==> src/rtl/req_xfer_split_pkg.sv <==
// Shared request types for the request-path splitter: req_t layout, header
// subset, FSM states and helpers to pull apart and rebuild requests.
package req_xfer_split_pkg;

   localparam int VADDR_BITS    = 48;
   localparam int LEN_BITS      = 28;
   localparam int XFER_SIZE_DEF = 4096;

   typedef struct packed {
      logic [5:0]            pid;
      logic [3:0]            dest;
      logic [1:0]            strm;
      logic                  ctl;
      logic [LEN_BITS-1:0]   len;
      logic [VADDR_BITS-1:0] vaddr;
   } req_t;

   // Everything a chunk inherits from its parent request; ctl holds orig_ctl.
   typedef struct packed {
      logic [5:0] pid;
      logic [3:0] dest;
      logic [1:0] strm;
      logic       ctl;
   } hdr_t;

   typedef enum logic {ST_IDLE, ST_SPLIT} state_t;

   function automatic hdr_t get_hdr(input req_t r);
      hdr_t h;
      h.pid  = r.pid;
      h.dest = r.dest;
      h.strm = r.strm;
      h.ctl  = r.ctl;
      return h;
   endfunction

   function automatic req_t make_req(input hdr_t h, input logic [VADDR_BITS-1:0] vaddr,
                                     input logic [LEN_BITS-1:0] len, input logic ctl);
      req_t r;
      r.pid   = h.pid;
      r.dest  = h.dest;
      r.strm  = h.strm;
      r.ctl   = ctl;
      r.len   = len;
      r.vaddr = vaddr;
      return r;
   endfunction

endpackage

==> src/rtl/req_xfer_split_calc.sv <==
// Chunk arithmetic: how much of the remaining length fits before the next
// XFER_SIZE-aligned boundary, and where the following chunk starts.
module req_xfer_split_calc
   import req_xfer_split_pkg::*;
#(
   parameter int XFER_SIZE = XFER_SIZE_DEF
) (
   input  logic [VADDR_BITS-1:0] vaddr,
   input  logic [LEN_BITS-1:0]   rem_len,
   output logic [LEN_BITS-1:0]   clen,
   output logic                  last,
   output logic [VADDR_BITS-1:0] next_vaddr,
   output logic [LEN_BITS-1:0]   next_len
);

   localparam int LOG_XFER = $clog2(XFER_SIZE);

   // One extra bit so an aligned address yields room == XFER_SIZE exactly.
   logic [LEN_BITS:0] room;

   always_comb begin
      room       = (LEN_BITS+1)'(XFER_SIZE) - (LEN_BITS+1)'(vaddr[LOG_XFER-1:0]);
      last       = ({1'b0, rem_len} <= room);
      clen       = last ? rem_len : room[LEN_BITS-1:0];
      next_vaddr = vaddr + VADDR_BITS'(clen);
      next_len   = rem_len - clen;
   end

endmodule

==> src/rtl/req_xfer_split.sv <==
// Splits one arbitrated request into chunks that never cross an XFER_SIZE
// boundary; ctl is carried only on the final chunk of each request.
module req_xfer_split
   import req_xfer_split_pkg::*;
#(
   parameter int XFER_SIZE = XFER_SIZE_DEF
) (
   input  logic aclk,
   input  logic areset,
   input  logic s_req_valid,
   output logic s_req_ready,
   input  req_t s_req_data,
   output logic m_req_valid,
   input  logic m_req_ready,
   output req_t m_req_data
);

   state_t                state;
   logic                  out_vld;
   req_t                  out_data;
   logic [VADDR_BITS-1:0] cur_vaddr;
   logic [LEN_BITS-1:0]   rem_len;
   hdr_t                  hdr;

   logic                  out_free;
   logic                  take;
   logic [VADDR_BITS-1:0] calc_vaddr;
   logic [LEN_BITS-1:0]   calc_len;
   hdr_t                  base_hdr;
   logic [LEN_BITS-1:0]   clen;
   logic                  last;
   logic [VADDR_BITS-1:0] next_vaddr;
   logic [LEN_BITS-1:0]   next_len;
   req_t                  chunk;

   // The IDLE path feeds the incoming request straight into the arithmetic so
   // the first chunk is registered on the handshake edge itself.
   always_comb begin
      out_free    = !out_vld || m_req_ready;
      s_req_ready = !areset && (state == ST_IDLE) && out_free;
      take        = s_req_valid && s_req_ready;
      if (state == ST_IDLE) begin
         calc_vaddr = s_req_data.vaddr;
         calc_len   = s_req_data.len;
         base_hdr   = get_hdr(s_req_data);
      end else begin
         calc_vaddr = cur_vaddr;
         calc_len   = rem_len;
         base_hdr   = hdr;
      end
      chunk = make_req(base_hdr, calc_vaddr, clen, base_hdr.ctl & last);
   end

   req_xfer_split_calc #(.XFER_SIZE(XFER_SIZE)) u_calc (
      .vaddr      (calc_vaddr),
      .rem_len    (calc_len),
      .clen       (clen),
      .last       (last),
      .next_vaddr (next_vaddr),
      .next_len   (next_len)
   );

   // NOTE: state uses non-blocking assignments only; a later assignment to
   // out_vld in the same edge deliberately overrides the handoff clear.
   always_ff @(posedge aclk or posedge areset) begin
      if (areset) begin
         state     <= ST_IDLE;
         out_vld   <= 1'b0;
         out_data  <= '0;
         cur_vaddr <= '0;
         rem_len   <= '0;
         hdr       <= '0;
      end else begin
         if (out_vld && m_req_ready)
            out_vld <= 1'b0;
         case (state)
            ST_IDLE: begin
               if (take) begin
                  out_vld  <= 1'b1;
                  out_data <= chunk;
                  hdr      <= base_hdr;
                  if (!last) begin
                     cur_vaddr <= next_vaddr;
                     rem_len   <= next_len;
                     state     <= ST_SPLIT;
                  end
               end
            end
            ST_SPLIT: begin
               if (out_free) begin
                  out_vld  <= 1'b1;
                  out_data <= chunk;
                  if (last) begin
                     state <= ST_IDLE;
                  end else begin
                     cur_vaddr <= next_vaddr;
                     rem_len   <= next_len;
                  end
               end
            end
            default: state <= ST_IDLE;
         endcase
      end
   end

   assign m_req_valid = out_vld;
   assign m_req_data  = out_data;

endmodule

==> config.mk <==
export PLATFORM = sky130hd
export DESIGN_NAME = req_xfer_split
export DESIGN_NICKNAME = d
export VERILOG_FILES = /design/src/rtl/req_xfer_split_pkg.sv /design/src/rtl/req_xfer_split_calc.sv /design/src/rtl/req_xfer_split.sv
export SDC_FILE = /design/constraint.sdc
export NUM_CORES = 1
export LEC_CHECK = 0
export BUFFER_PORTS_ARGS = -buffer_cell sky130_fd_sc_hd__buf_4
export CORE_AREA = 3 3 203 205
export CTS_CLUSTER_SIZE = 14
export DETAILED_ROUTE_END_ITERATION = 16
export DIE_AREA = 0 0 206 208
export HOLD_SLACK_MARGIN = 0.1
export PLACE_DENSITY = 0.44
export SETUP_SLACK_MARGIN = 0.4
export SYNTH_ARGS = -nofsm -noshare
export SYNTH_HDL_FRONTEND = slang
export SYNTH_SLANG_ARGS = --single-unit
==> constraint.sdc <==
create_clock -name aclk -period 15.6 [get_ports aclk]
set_input_delay 3.12 -clock aclk [delete_from_list [all_inputs] [get_ports aclk]]
set_output_delay 3.12 -clock aclk [all_outputs]
set_load 0.02 [all_outputs]
==> impl_metrics.xml, run 1 <==
<?xml version="1.0" encoding="UTF-8"?>
<metrics>
  <group name="layout">
    <metric name="most_frequent_standard_cell_in_the_layout_excluding_fill_and_tap_cells" unit="">sky130_fd_sc_hd__buf_4</metric>
    <metric name="post_route_cells_drive_above_1_share" unit="%">22.9</metric>
    <metric name="num-fill-cells" unit="">4113</metric>
    <metric name="layout_common_cells" unit="">sky130_fd_sc_hd__buf_4, sky130_fd_sc_hd__dfrtp_1, sky130_fd_sc_hd__nand2_1</metric>
    <metric name="ff_latch_area" unit="um2">4510</metric>
    <metric name="num_antenna_cells" unit="">0</metric>
    <metric name="multi_input_logic_area" unit="um2">6910</metric>
    <metric name="fin_area" unit="um2">14300</metric>
    <metric name="layout-area-overhead-vs-synth" unit="%">20.4</metric>
    <metric name="final_nets" unit="">1580</metric>
  </group>
  <group name="setup_path">
    <metric name="timing.critical_path.fanout_max" unit="">18</metric>
    <metric name="cp-start-kind" unit="">input pin</metric>
    <metric name="timing.critical_path.mode_cell" unit="">sky130_fd_sc_hd__o21ai_0</metric>
    <metric name="slowest_delay" unit="ps">830</metric>
    <metric name="endpoint_kind" unit="">flop</metric>
    <metric name="setup.worst_path.class" unit="">input pin to flop</metric>
    <metric name="worst_ep_arrival" unit="ps">10530</metric>
    <metric name="slowest_stage" unit="">sky130_fd_sc_hd__or4b_2</metric>
    <metric name="timing.critical_path.required" unit="ps">15940</metric>
  </group>
  <group name="power">
    <metric name="power.combinational.fraction" unit="%">57.7</metric>
    <metric name="power.leakage" unit="uW">0.00663</metric>
    <metric name="switchingPower" unit="uW">1220</metric>
    <metric name="power_switching_share" unit="%">44.9</metric>
    <metric name="totalPowerFinal" unit="uW">2720</metric>
    <metric name="power_frac_clock" unit="%">16.0</metric>
    <metric name="seq_power_share" unit="%">26.3</metric>
    <metric name="internal_power" unit="uW">1500</metric>
    <metric name="ir_drop" unit="mV">0.0805</metric>
    <metric name="pwr_density_cell" unit="nW/um2">191</metric>
  </group>
  <group name="die">
    <metric name="row_count" unit="">73</metric>
    <metric name="initial_core_util" unit="%">29.9</metric>
    <metric name="floorplan.die.width" unit="um">206</metric>
    <metric name="pin_count" unit="">184</metric>
    <metric name="die_h" unit="um">208</metric>
    <metric name="core_region_area" unit="um2">39600</metric>
    <metric name="dieArea" unit="um2">42800</metric>
  </group>
  <group name="synth">
    <metric name="synth_area" unit="um2">11800</metric>
    <metric name="count_of_flip_flops_with_a_built_in_enable_after_synthesis" unit="">0</metric>
    <metric name="syn-mean-instance-area" unit="um2">9.33</metric>
    <metric name="synth_flop_cell" unit="">sky130_fd_sc_hd__dfrtp_1</metric>
    <metric name="synthCells" unit="">1270</metric>
    <metric name="yosysUniqueCellTypes" unit="">77</metric>
    <metric name="ys.warnings.count" unit="">0</metric>
    <metric name="postSynthRegisterBits" unit="">180</metric>
    <metric name="synthArstFlopShare" unit="%">100</metric>
    <metric name="seq_area_frac_synth" unit="%">38.0</metric>
  </group>
  <group name="clock_tree">
    <metric name="cts.repair.resized" unit="">0</metric>
    <metric name="clock-root-buffer" unit="">sky130_fd_sc_hd__clkbuf_16</metric>
    <metric name="post_cts_buffers" unit="">0</metric>
    <metric name="cts_made_buffers" unit="">17</metric>
    <metric name="cts_max_path_buffers" unit="">2</metric>
    <metric name="tritoncts" unit="">done</metric>
    <metric name="htreeDepth" unit="">4</metric>
    <metric name="clk_pin_slew_worst_paths" unit="ps">80</metric>
    <metric name="cts.sinks" unit="">180</metric>
    <metric name="worstSkewPairLatency" unit="ps">460</metric>
    <metric name="holdBufCountCts" unit="">0</metric>
  </group>
  <group name="timing">
    <metric name="rsz_0062_raised_after_global_routing" unit="">no</metric>
    <metric name="setup-violations-final" unit="">0</metric>
    <metric name="setup_total_negative_slack" unit="ps">0</metric>
    <metric name="finalCriticalPeriod" unit="ps">10190</metric>
    <metric name="slew_headroom" unit="%">17.8</metric>
    <metric name="timing.final.max_slew_violations" unit="">0</metric>
    <metric name="fin_worst_skew" unit="ps">11.5</metric>
    <metric name="worst-slew-pin-transition" unit="ps">1230</metric>
    <metric name="hold_slack" unit="ps">478</metric>
    <metric name="fmaxAchievable" unit="GHz">0.0981</metric>
    <metric name="final.period_utilization" unit="%">65.3</metric>
    <metric name="report.final.hold_viol_count" unit="">0</metric>
  </group>
  <group name="route">
    <metric name="vias" unit="">9832</metric>
    <metric name="drt-vias-per-instance" unit="">5.00</metric>
    <metric name="initialDrtViolationCount" unit="">494</metric>
    <metric name="postRouteAntennaNets" unit="">0</metric>
    <metric name="detail_route.wl_per_cell" unit="um">18.0</metric>
    <metric name="drt-total-wl" unit="mm">35.4</metric>
    <metric name="drtPass1Iterations" unit="">4</metric>
    <metric name="post-route-drc-count" unit="">0</metric>
  </group>
  <group name="global_route">
    <metric name="grt_max_degree" unit="">117</metric>
    <metric name="grt.overflow.total" unit="">0</metric>
    <metric name="total_routing_resource_utilization_after_global_routing" unit="%">16.5</metric>
    <metric name="wire_length_of_the_first_global_routing_pass" unit="mm">56.0</metric>
    <metric name="number_of_antenna_violations_at_the_first_check_in_global_routing" unit="">0</metric>
    <metric name="first_global_vias" unit="">9622</metric>
  </group>
  <group name="placement">
    <metric name="dpl-instance-area" unit="um2">13700</metric>
    <metric name="gp_congestion" unit="">0.793</metric>
    <metric name="detailed_place_hpwl" unit="mm">25.5</metric>
    <metric name="number_of_i_o_port_buffers" unit="">183</metric>
  </group>
  <group name="flow_run">
    <metric name="drv.max_cap_violation_count" unit="">0</metric>
  </group>
  <group name="hold_path">
    <metric name="path_type_of_the_worst_min_delay_path" unit="">flop to flop</metric>
  </group>
  <group name="run_status">
    <metric name="outcome" unit="">complete, no violations</metric>
  </group>
</metrics>
path summary, 6_finish.rpt:
check                                        start  slack (ps)                         end  cells after the start
hold reg to reg            rem_len[12]$_DFFE_PP0P_         480     rem_len[12]$_DFFE_PP0P_                      2
min in group asynchronous                   areset        2810  m_req_data[72]$_DFFE_PP0P_                      2
max in group asynchronous                   areset       11210   cur_vaddr[18]$_DFFE_PP0P_                      3
setup reg to reg                   state$_DFF_PP0_        6800   cur_vaddr[42]$_DFFE_PP0P_                     26
hold / removal             rem_len[12]$_DFFE_PP0P_         480     rem_len[12]$_DFFE_PP0P_                      2
setup / recovery                     s_req_data[1]        5410   cur_vaddr[42]$_DFFE_PP0P_                     26
metal layers:
layer | global-route usage (%) | wire, um | share of wire, %
met5 | 0 | 0 | 0
met4 | 4.21 | 456 | 1.3
met1 | 24.4 | 17900 | 51
met3 | 2.63 | 1060 | 3.0
met2 | 25.1 | 16000 | 45
sequential cells by signal, summed over array words and instances, names as in the netlist:
register / flops
state: 1
rem_len: 28
cur_vaddr: 48
hdr: 13
m_req_data: 89
m_req_valid: 1
Yosys cell counts, types with 11 or more instances:
| cell type | instances | area share [%] |
|---|---|---|
| sky130_fd_sc_hd__dfrtp_1 | 180 | 38 |
| sky130_fd_sc_hd__nand2_1 | 156 | 4.9 |
| sky130_fd_sc_hd__o21ai_0 | 118 | 5.0 |
| sky130_fd_sc_hd__mux2_2 | 77 | 7.3 |
| sky130_fd_sc_hd__a21oi_1 | 60 | 2.5 |
| sky130_fd_sc_hd__mux2i_1 | 60 | 5.1 |
| sky130_fd_sc_hd__ha_1 | 55 | 5.8 |
| sky130_fd_sc_hd__nor2_1 | 48 | 1.5 |
| sky130_fd_sc_hd__inv_1 | 44 | 1.4 |
| sky130_fd_sc_hd__clkbuf_1 | 37 | 1.2 |
| sky130_fd_sc_hd__nor3_1 | 36 | 1.5 |
| sky130_fd_sc_hd__xnor2_1 | 34 | 2.5 |
| sky130_fd_sc_hd__nand3_1 | 24 | 1.0 |
| sky130_fd_sc_hd__and2_1 | 22 | 1.2 |
| sky130_fd_sc_hd__nor2b_1 | 22 | 1.2 |
| sky130_fd_sc_hd__or3_1 | 20 | 1.1 |
| sky130_fd_sc_hd__xor2_1 | 20 | 1.5 |
| sky130_fd_sc_hd__a21o_1 | 17 | 1.1 |
| sky130_fd_sc_hd__a31oi_1 | 13 | 0.69 |
| sky130_fd_sc_hd__o31ai_1 | 12 | 0.76 |
| sky130_fd_sc_hd__a211oi_1 | 11 | 0.70 |
| sky130_fd_sc_hd__o21a_1 | 11 | 0.70 |
cell type report:
type | count | area share, %
repair buffers | 193 | 10.2
well taps | 525 | 4.61
multi-input cells | 994 | 48.4
flip-flops and latches | 180 | 31.6
clock inverters | 15 | 0.991
clock buffers | 17 | 2.98
inverters | 44 | 1.21
stage by stage:
| stage | util [%] | instances | worst slack, ps |
|---|---|---|---|
| after floorplan | - | 1284 | 5850 |
| after global placement | 34.5 | 1936 | 5000 |
| after detailed placement | 34.5 | 1936 | 4850 |
| after CTS | 36.0 | 1968 | 5310 |
| after global routing | 36.0 | 1968 | 4730 |
| final | 36.0 | 1968 | 5410 |
cells by family after synthesis:
family | after synthesis | share of synthesized area [%]
compound gates | 333 | 18.5
buf+inv | 110 | 4.27
mux | 137 | 12.4
fa+ha+maj | 57 | 6.15
simple gates | 398 | 16.7
other cells | 1 | 0.0317
flops | 180 | 38.0
xor+xnor | 54 | 3.99
power by group through the flow:
stage          Clock (uW)  Sequential [uW]  Combinational, uW
3_5_place_dp            0              726               1560
5_1_grt               471              737               1760
4_1_cts               458              718               1570
2_1_floorplan           0              781               1060
6_report              436              717               1570
3_3_place_gp            0              723               1560
worst max-delay path, delay by kind of cell:
kind,cells,cell delay (ps)
muxes,1,400
buffers and inverters,2,440
and+or+nand+nor,5,1900
xor gates and xnor gates,2,380
AOI/OAI and AO/OA,13,3230
adders and majority gates,3,1060
Power figures use the tool's default switching activity.
==> run 2, diff against run 1 <==
--- a/config.mk
+++ b/config.mk
@@ -5,11 +5,12 @@
 export SDC_FILE = /design/constraint.sdc
 export NUM_CORES = 1
 export LEC_CHECK = 0
+export ABC_AREA = 1
 export BUFFER_PORTS_ARGS = -buffer_cell sky130_fd_sc_hd__buf_4
-export CORE_AREA = 3 3 203 205
+export CORE_AREA = 3 3 214 216
 export CTS_CLUSTER_SIZE = 14
 export DETAILED_ROUTE_END_ITERATION = 16
-export DIE_AREA = 0 0 206 208
+export DIE_AREA = 0 0 217 219
 export HOLD_SLACK_MARGIN = 0.1
 export PLACE_DENSITY = 0.44
 export SETUP_SLACK_MARGIN = 0.4
==> constraint.sdc (replaced) <==
create_clock -name aclk -period 9.81 [get_ports aclk]
set_input_delay 1.962 -clock aclk [delete_from_list [all_inputs] [get_ports aclk]]
set_output_delay 1.962 -clock aclk [all_outputs]
set_load 0.02 [all_outputs]
==> run 2 against run 1 <==
Largest cell class unchanged. Total power rose by 110%. Non-clock buffer count fell by 3. Clock skew rose by 5.2 ps. Synthesized cell count rose by 56%. Register-to-register slack got worse by 3700 ps. Wire length rose by 29%. Largest power group unchanged. Die area rose by 11%. Setup slack got worse by 2300 ps.
==> impl_metrics.xml, run 2 <==
<?xml version="1.0" encoding="UTF-8"?>
<metrics>
  <group name="run_status">
    <metric name="outcome" unit="">complete, no violations</metric>
  </group>
  <group name="route">
    <metric name="initialDrtViolationCount" unit="">833</metric>
    <metric name="postRouteAntennaNets" unit="">0</metric>
    <metric name="drtPass1Iterations" unit="">6</metric>
    <metric name="post-route-drc-count" unit="">0</metric>
    <metric name="vias" unit="">12551</metric>
    <metric name="drt-vias-per-instance" unit="">4.56</metric>
    <metric name="detail_route.wl_per_cell" unit="um">16.6</metric>
    <metric name="drt-total-wl" unit="mm">45.6</metric>
  </group>
  <group name="global_route">
    <metric name="total_routing_resource_utilization_after_global_routing" unit="%">19.5</metric>
    <metric name="number_of_antenna_violations_at_the_first_check_in_global_routing" unit="">1</metric>
    <metric name="wire_length_of_the_first_global_routing_pass" unit="mm">70.6</metric>
    <metric name="first_global_vias" unit="">12042</metric>
    <metric name="grt.overflow.total" unit="">0</metric>
    <metric name="grt_max_degree" unit="">130</metric>
  </group>
  <group name="placement">
    <metric name="number_of_instances_in_the_placed_design" unit="">2719</metric>
    <metric name="detailed_place_hpwl" unit="mm">34.9</metric>
    <metric name="dpl-instance-area" unit="um2">14900</metric>
    <metric name="gp_congestion" unit="">0.868</metric>
    <metric name="number_of_i_o_port_buffers" unit="">183</metric>
  </group>
  <group name="synth">
    <metric name="postSynthRegisterBits" unit="">180</metric>
    <metric name="synthCells" unit="">1980</metric>
    <metric name="ys_top_cells_by_area" unit="">sky130_fd_sc_hd__dfrtp_1, sky130_fd_sc_hd__nand2_1, sky130_fd_sc_hd__inv_1, sky130_fd_sc_hd__ha_1, sky130_fd_sc_hd__nand3_1</metric>
    <metric name="yosysTopAreaCellShare" unit="%">34.3</metric>
    <metric name="synthArstFlopShare" unit="%">100</metric>
    <metric name="ys.warnings.count" unit="">0</metric>
    <metric name="synth_flop_cell" unit="">sky130_fd_sc_hd__dfrtp_1</metric>
    <metric name="synthMostInstantiatedCell" unit="">sky130_fd_sc_hd__nand2_1</metric>
    <metric name="seq_area_frac_synth" unit="%">34.3</metric>
    <metric name="yosysUniqueCellTypes" unit="">47</metric>
    <metric name="count_of_flip_flops_with_a_built_in_enable_after_synthesis" unit="">0</metric>
    <metric name="synth_area" unit="um2">13100</metric>
    <metric name="netlist.top_cell.by_area" unit="">sky130_fd_sc_hd__dfrtp_1</metric>
    <metric name="syn-mean-instance-area" unit="um2">6.64</metric>
    <metric name="synth_commonest_cells" unit="">sky130_fd_sc_hd__nand2_1, sky130_fd_sc_hd__inv_1, sky130_fd_sc_hd__dfrtp_1</metric>
  </group>
  <group name="setup_path">
    <metric name="regToRegStartpoint" unit="">state$_DFF_PP0_</metric>
    <metric name="endpoint_kind" unit="">flop</metric>
    <metric name="reg2reg_slack" unit="ps">3060</metric>
    <metric name="slowest_stage" unit="">sky130_fd_sc_hd__dfrtp_4</metric>
    <metric name="setup.worst_path.class" unit="">flop to flop</metric>
    <metric name="slowest_delay" unit="ps">910</metric>
    <metric name="timing.rr.end" unit="">cur_vaddr[38]$_DFFE_PP0P_</metric>
    <metric name="cp-start-kind" unit="">flop</metric>
    <metric name="timing.critical_path.required" unit="ps">10190</metric>
    <metric name="timing.critical_path.fanout_max" unit="">59</metric>
    <metric name="timing.critical_path.mode_cell" unit="">sky130_fd_sc_hd__nand2_1</metric>
    <metric name="reg2regPathDepth" unit="">34</metric>
    <metric name="worst_ep_arrival" unit="ps">7130</metric>
    <metric name="critical_path.startpoint" unit="">state$_DFF_PP0_</metric>
    <metric name="crit_end" unit="">cur_vaddr[38]$_DFFE_PP0P_</metric>
  </group>
  <group name="clock_tree">
    <metric name="clock-root-buffer" unit="">sky130_fd_sc_hd__clkbuf_16</metric>
    <metric name="tritoncts" unit="">done</metric>
    <metric name="cts.sinks" unit="">180</metric>
    <metric name="clk_pin_slew_worst_paths" unit="ps">80</metric>
    <metric name="cts.repair.resized" unit="">0</metric>
    <metric name="worstSkewPairLatency" unit="ps">500</metric>
    <metric name="htreeDepth" unit="">4</metric>
    <metric name="cts_max_path_buffers" unit="">2</metric>
    <metric name="post_cts_buffers" unit="">0</metric>
    <metric name="cts_made_buffers" unit="">17</metric>
    <metric name="holdBufCountCts" unit="">0</metric>
  </group>
  <group name="die">
    <metric name="core_region_area" unit="um2">44100</metric>
    <metric name="dieArea" unit="um2">47500</metric>
    <metric name="initial_core_util" unit="%">29.8</metric>
    <metric name="row_count" unit="">77</metric>
    <metric name="die_h" unit="um">219</metric>
    <metric name="floorplan.die.width" unit="um">217</metric>
    <metric name="pin_count" unit="">184</metric>
  </group>
  <group name="timing">
    <metric name="finalCriticalPeriod" unit="ps">6750</metric>
    <metric name="fin_worst_skew" unit="ps">16.7</metric>
    <metric name="setup_total_negative_slack" unit="ps">0</metric>
    <metric name="report.final.hold_viol_count" unit="">0</metric>
    <metric name="final.period_utilization" unit="%">68.8</metric>
    <metric name="worst-slew-pin-transition" unit="ps">997</metric>
    <metric name="fmaxAchievable" unit="GHz">0.148</metric>
    <metric name="timing.final.max_slew_violations" unit="">0</metric>
    <metric name="hold_slack" unit="ps">473</metric>
    <metric name="slew_headroom" unit="%">33.5</metric>
    <metric name="rsz_0062_raised_after_global_routing" unit="">no</metric>
    <metric name="setup-violations-final" unit="">0</metric>
  </group>
  <group name="layout">
    <metric name="final_nets" unit="">2296</metric>
    <metric name="largest_register_ffs" unit="">89</metric>
    <metric name="layout-area-overhead-vs-synth" unit="%">18.5</metric>
    <metric name="layoutNonFillerInstCount" unit="">2753</metric>
    <metric name="layout_common_cells" unit="">sky130_fd_sc_hd__nand2_1, sky130_fd_sc_hd__inv_1, sky130_fd_sc_hd__buf_4</metric>
    <metric name="fin_area" unit="um2">15600</metric>
    <metric name="post_route_cells_drive_above_1_share" unit="%">15.3</metric>
    <metric name="most_frequent_standard_cell_in_the_layout_excluding_fill_and_tap_cells" unit="">sky130_fd_sc_hd__nand2_1</metric>
  </group>
  <group name="power">
    <metric name="power.leakage" unit="uW">0.00849</metric>
    <metric name="pwr_density_cell" unit="nW/um2">371</metric>
    <metric name="totalPowerFinal" unit="uW">5790</metric>
    <metric name="ir_drop" unit="mV">0.132</metric>
  </group>
  <group name="hold_path">
    <metric name="path_type_of_the_worst_min_delay_path" unit="">flop to flop</metric>
  </group>
  <group name="flow_run">
    <metric name="drv.max_cap_violation_count" unit="">0</metric>
  </group>
</metrics>
## run 2: cell types whose count changed after synthesis, sizes merged, moves of 25 or more
cell / delta
nor2: +103
o21ai: +25
mux2: -77
inv: +221
nand2: +686
mux2i: -58
nand3: +100
a21oi: -30
xnor2: -30
## run 2: power by group
group / total, uW / internal, uW / switching [uW]
logic: 3810 / 1270 / 2540
registers: 1200 / 1050 / 152
clock network: 777 / 424 / 354
## run 2: final cells by class
| type | count | area (um2) |
|---|---|---|
| Sequential cell | 180 | 4510 |
| Timing Repair Buffer | 190 | 1430 |
| Fill cell | 4955 | 28500 |
| Multi-Input combinational cell | 1491 | 7250 |
| Clock inverter | 13 | 188 |
| Tap cell | 592 | 741 |
| Clock buffer | 19 | 453 |
| Inverter | 266 | 1010 |
| Antenna cell | 2 | 5.00 |
## run 2: cells by family after synthesis
kind of cell    share of synthesized area [%]
flops                                    34.3
fa+ha+maj                                5.54
compound gates                           9.54
simple gates                             37.0
xor+xnor                                 2.40
buf+inv                                  11.0
other cells                            0.0285
mux                                     0.152
## run 2: worst min path at each step
stage | start | end | cells past startpoint
after floorplan | rem_len[10]$_DFFE_PP0P_ | rem_len[10]$_DFFE_PP0P_ | 2
after global placement | rem_len[9]$_DFFE_PP0P_ | rem_len[9]$_DFFE_PP0P_ | 2
after detailed placement | rem_len[10]$_DFFE_PP0P_ | rem_len[10]$_DFFE_PP0P_ | 2
after CTS | rem_len[11]$_DFFE_PP0P_ | rem_len[11]$_DFFE_PP0P_ | 2
after global routing | cur_vaddr[46]$_DFFE_PP0P_ | cur_vaddr[46]$_DFFE_PP0P_ | 2
final | cur_vaddr[14]$_DFFE_PP0P_ | cur_vaddr[14]$_DFFE_PP0P_ | 2
## run 2: metrics by stage
stage               setup WS (ps)  utilization, %
floorplan                    2960               -
global placement             2640            33.8
detailed placement           2610            33.8
CTS                          3070            35.3
global route                 2380            35.3
finish                       3060            35.3
## run 2: critical path, delay by kind of cell, from the launching register on
kind / cells / cell delay (ps)
AOI/OAI and AO/OA: 2 / 350
adders and majority gates: 4 / 1390
buffers and inverters: 5 / 990
DFF: 1 / 910
and+or+nand+nor: 23 / 2920
## run 2: per-layer routing
layer	routed length (um)	GRT usage, %	vias up	share of wire (%)
met5	0	0	-	0
met4	874	5.39	0	1.9
met3	2000	3.92	30	4.4
met2	19800	29.7	260	43
met1	22900	28.0	5775	50
li1	-	-	6486	-
==> run 3, diff against run 2 <==
--- a/config.mk
+++ b/config.mk
@@ -12,7 +12,7 @@
 export DETAILED_ROUTE_END_ITERATION = 16
 export DIE_AREA = 0 0 217 219
 export HOLD_SLACK_MARGIN = 0.1
-export PLACE_DENSITY = 0.44
+export PLACE_DENSITY = 0.45
 export SETUP_SLACK_MARGIN = 0.4
 export SYNTH_ARGS = -nofsm -noshare
 export SYNTH_HDL_FRONTEND = slang
==> constraint.sdc (replaced) <==
create_clock -name aclk -period 5.5 [get_ports aclk]
set_input_delay 1.1 -clock aclk [delete_from_list [all_inputs] [get_ports aclk]]
set_output_delay 1.1 -clock aclk [all_outputs]
set_load 0.02 [all_outputs]
==> run 3 against run 2 <==
Setup slack worse by 2500 ps. Wire length up 2.6%. Hold slack better by 3.9 ps. Global-route usage up 0.21 points. Clock power up 65%. Final cell count up 5.1%. Non-clock buffer count up 142. Sequential share of layout area down 2.4 points. Count of clock-buffer cells in the layout down 1. Clock skew up 2.1 ps. Critical endpoint is now cur_vaddr[12]$_DFFE_PP0P_.
==> impl_metrics.xml, run 3 (synthesis gave the netlist of run 2 again) <==
<?xml version="1.0" encoding="UTF-8"?>
<metrics>
  <group name="run_status">
    <metric name="outcome" unit="">complete, no violations</metric>
  </group>
  <group name="clock_tree">
    <metric name="htreeDepth" unit="">4</metric>
    <metric name="worstSkewPairLatency" unit="ps">470</metric>
    <metric name="clk_pin_slew_worst_paths" unit="ps">70</metric>
    <metric name="tritoncts" unit="">done</metric>
    <metric name="cts.sinks" unit="">180</metric>
    <metric name="cts_max_path_buffers" unit="">2</metric>
    <metric name="cts_made_buffers" unit="">17</metric>
    <metric name="clock-root-buffer" unit="">sky130_fd_sc_hd__clkbuf_16</metric>
  </group>
  <group name="timing">
    <metric name="hold_slack" unit="ps">477</metric>
    <metric name="rsz_0062_raised_after_global_routing" unit="">yes</metric>
    <metric name="report.final.hold_viol_count" unit="">0</metric>
    <metric name="setup_total_negative_slack" unit="ps">0</metric>
    <metric name="fmaxAchievable" unit="GHz">0.204</metric>
    <metric name="slew_headroom" unit="%">34.2</metric>
    <metric name="final.period_utilization" unit="%">89.0</metric>
    <metric name="timing.final.max_slew_violations" unit="">0</metric>
    <metric name="finalCriticalPeriod" unit="ps">4890</metric>
    <metric name="worst-slew-pin-transition" unit="ps">976</metric>
    <metric name="fin_worst_skew" unit="ps">18.7</metric>
    <metric name="setup-violations-final" unit="">0</metric>
  </group>
  <group name="layout">
    <metric name="ff_latch_area" unit="um2">4510</metric>
    <metric name="multi_input_logic_area" unit="um2">7590</metric>
    <metric name="final_nets" unit="">2439</metric>
    <metric name="largest_register_ffs" unit="">89</metric>
    <metric name="num_antenna_cells" unit="">0</metric>
    <metric name="layout_common_cells" unit="">sky130_fd_sc_hd__nand2_1, sky130_fd_sc_hd__buf_4, sky130_fd_sc_hd__inv_1</metric>
    <metric name="most_frequent_standard_cell_in_the_layout_excluding_fill_and_tap_cells" unit="">sky130_fd_sc_hd__nand2_1</metric>
    <metric name="layout-area-overhead-vs-synth" unit="%">29.3</metric>
    <metric name="post_route_cells_drive_above_1_share" unit="%">23.3</metric>
    <metric name="num-fill-cells" unit="">4852</metric>
  </group>
  <group name="setup_path">
    <metric name="endpoint_kind" unit="">flop</metric>
    <metric name="reg2regPathDepth" unit="">27</metric>
    <metric name="cpLargestDelayFamily" unit="">simple AND/OR/NAND/NOR gates</metric>
    <metric name="timing.critical_path.depth" unit="">26</metric>
    <metric name="timing.critical_path.required" unit="ps">5850</metric>
    <metric name="crit_end" unit="">cur_vaddr[12]$_DFFE_PP0P_</metric>
    <metric name="critical_path.startpoint" unit="">s_req_data[1]</metric>
    <metric name="worst_ep_arrival" unit="ps">5240</metric>
    <metric name="regToRegStartpoint" unit="">state$_DFF_PP0_</metric>
    <metric name="slowest_delay" unit="ps">330</metric>
    <metric name="slowest_stage" unit="">sky130_fd_sc_hd__ha_1</metric>
    <metric name="reg2reg_slack" unit="ps">650</metric>
    <metric name="timing.critical_path.fanout_max" unit="">6</metric>
    <metric name="setup.worst_path.class" unit="">input pin to flop</metric>
    <metric name="timing.rr.end" unit="">cur_vaddr[12]$_DFFE_PP0P_</metric>
    <metric name="worst-path-buf-inv" unit="">5</metric>
    <metric name="cp-start-kind" unit="">input pin</metric>
  </group>
  <group name="route">
    <metric name="drt-met1-wl" unit="mm">24.2</metric>
    <metric name="post-route-drc-count" unit="">0</metric>
    <metric name="drt-vias-per-instance" unit="">4.56</metric>
    <metric name="dr_wl_met2" unit="mm">20.2</metric>
    <metric name="drtPass1Iterations" unit="">5</metric>
    <metric name="postRouteAntennaNets" unit="">0</metric>
    <metric name="initialDrtViolationCount" unit="">823</metric>
    <metric name="detail_route.wl_per_cell" unit="um">16.2</metric>
    <metric name="drt-total-wl" unit="mm">46.8</metric>
    <metric name="vias" unit="">13202</metric>
    <metric name="met3_length" unit="mm">1.57</metric>
    <metric name="top_signal_layer_used" unit="">met4</metric>
  </group>
  <group name="power">
    <metric name="pwr_density_cell" unit="nW/um2">686</metric>
    <metric name="ir_drop" unit="mV">0.226</metric>
    <metric name="power.leakage" unit="uW">0.00921</metric>
  </group>
  <group name="die">
    <metric name="floorplan.die.width" unit="um">217</metric>
    <metric name="pin_count" unit="">184</metric>
    <metric name="core_region_area" unit="um2">44100</metric>
    <metric name="initial_core_util" unit="%">29.8</metric>
    <metric name="row_count" unit="">77</metric>
    <metric name="dieArea" unit="um2">47500</metric>
    <metric name="die_h" unit="um">219</metric>
  </group>
  <group name="flow_run">
    <metric name="drv.max_cap_violation_count" unit="">0</metric>
  </group>
  <group name="hold_path">
    <metric name="path_type_of_the_worst_min_delay_path" unit="">flop to flop</metric>
    <metric name="worst_hold_path.num_cells" unit="">2</metric>
    <metric name="worst_hold_startpoint" unit="">cur_vaddr[17]$_DFFE_PP0P_</metric>
  </group>
  <group name="placement">
    <metric name="gp_congestion" unit="">0.913</metric>
    <metric name="number_of_i_o_port_buffers" unit="">183</metric>
    <metric name="detailed_place_hpwl" unit="mm">36.6</metric>
  </group>
  <group name="global_route">
    <metric name="total_routing_resource_utilization_after_global_routing" unit="%">19.7</metric>
    <metric name="grt.overflow.total" unit="">0</metric>
    <metric name="wire_length_of_the_first_global_routing_pass" unit="mm">72.7</metric>
    <metric name="first_global_vias" unit="">12665</metric>
    <metric name="number_of_antenna_violations_at_the_first_check_in_global_routing" unit="">0</metric>
    <metric name="grt_max_degree" unit="">97</metric>
  </group>
</metrics>
-- run 3: changes by cell type in the layout (fill, tap and decap cells not counted), moves of 7 or more --
cell / previous run / this run
sky130_fd_sc_hd__a21oi_1: 30 / 22
sky130_fd_sc_hd__a21oi_2: 0 / 8
sky130_fd_sc_hd__buf_4: 190 / 326
sky130_fd_sc_hd__ha_1: 55 / 44
sky130_fd_sc_hd__ha_4: 0 / 7
sky130_fd_sc_hd__nand2_1: 816 / 795
sky130_fd_sc_hd__nand2_2: 22 / 38
sky130_fd_sc_hd__nand3_1: 117 / 110
sky130_fd_sc_hd__nor2_1: 141 / 134
-- run 3: worst min-delay path, delay by kind of cell (launching register included) --
kind	cells	cell delay, ps
simple gates	2	90
flops	1	350
-- run 3: per-stage QoR --
step | utilization [%] | setup WS, ps | total power, uW | instances | instance area (um2)
after floorplan | - | 404 | 6880 | 1994 | 13200
after global placement | 36.2 | -171 | 10000 | 2852 | 16000
after detailed placement | 36.2 | -142 | 10000 | 2852 | 16000
after CTS | 37.6 | 411 | 11400 | 2885 | 16600
after global routing | 38.5 | 363 | 12800 | 2894 | 17000
final | 38.5 | 605 | 11700 | 2894 | 17000
-- run 3: where the power goes --
| group | switching (uW) | internal, uW | total (uW) |
|---|---|---|---|
| logic | 4900 | 3350 | 8260 |
| clock network | 654 | 623 | 1280 |
| registers | 257 | 1870 | 2130 |
| total | 5810 | 5850 | 11700 |
-- run 3: what timing repair did --
item,in CTS,in global routing
setup buffers,1,8
endpoints found under the setup margin,26,63
gates cloned,0,1
resized for setup,5,74
pin swaps,0,20
hold buffers,0,0
-- run 3: final cells by class --
class                      instances  share of cell area [%]
multi-input combinational       1492                    44.7
sequential                       180                    26.5
timing repair buffer             332                    15.0
inverter                         266                    5.93
tap                              592                    4.36
clock buffer                      18                    2.58
clock inverter                    14                   0.935
-- run 3: how the worst min path moves through the flow --
stage,endpoint,slack [ps]
after floorplan,rem_len[10]$_DFFE_PP0P_,440
after global placement,rem_len[5]$_DFFE_PP0P_,460
after detailed placement,m_req_data[85]$_DFFE_PP0P_,460
after CTS,rem_len[9]$_DFFE_PP0P_,480
after global routing,rem_len[11]$_DFFE_PP0P_,490
final,cur_vaddr[17]$_DFFE_PP0P_,480
-- run 3: per-layer routing --
layer	vias up	track usage (%)
met5	-	0
met1	6151	29.3
met4	0	5.20
li1	6773	-
met3	34	2.59
met2	244	30.0
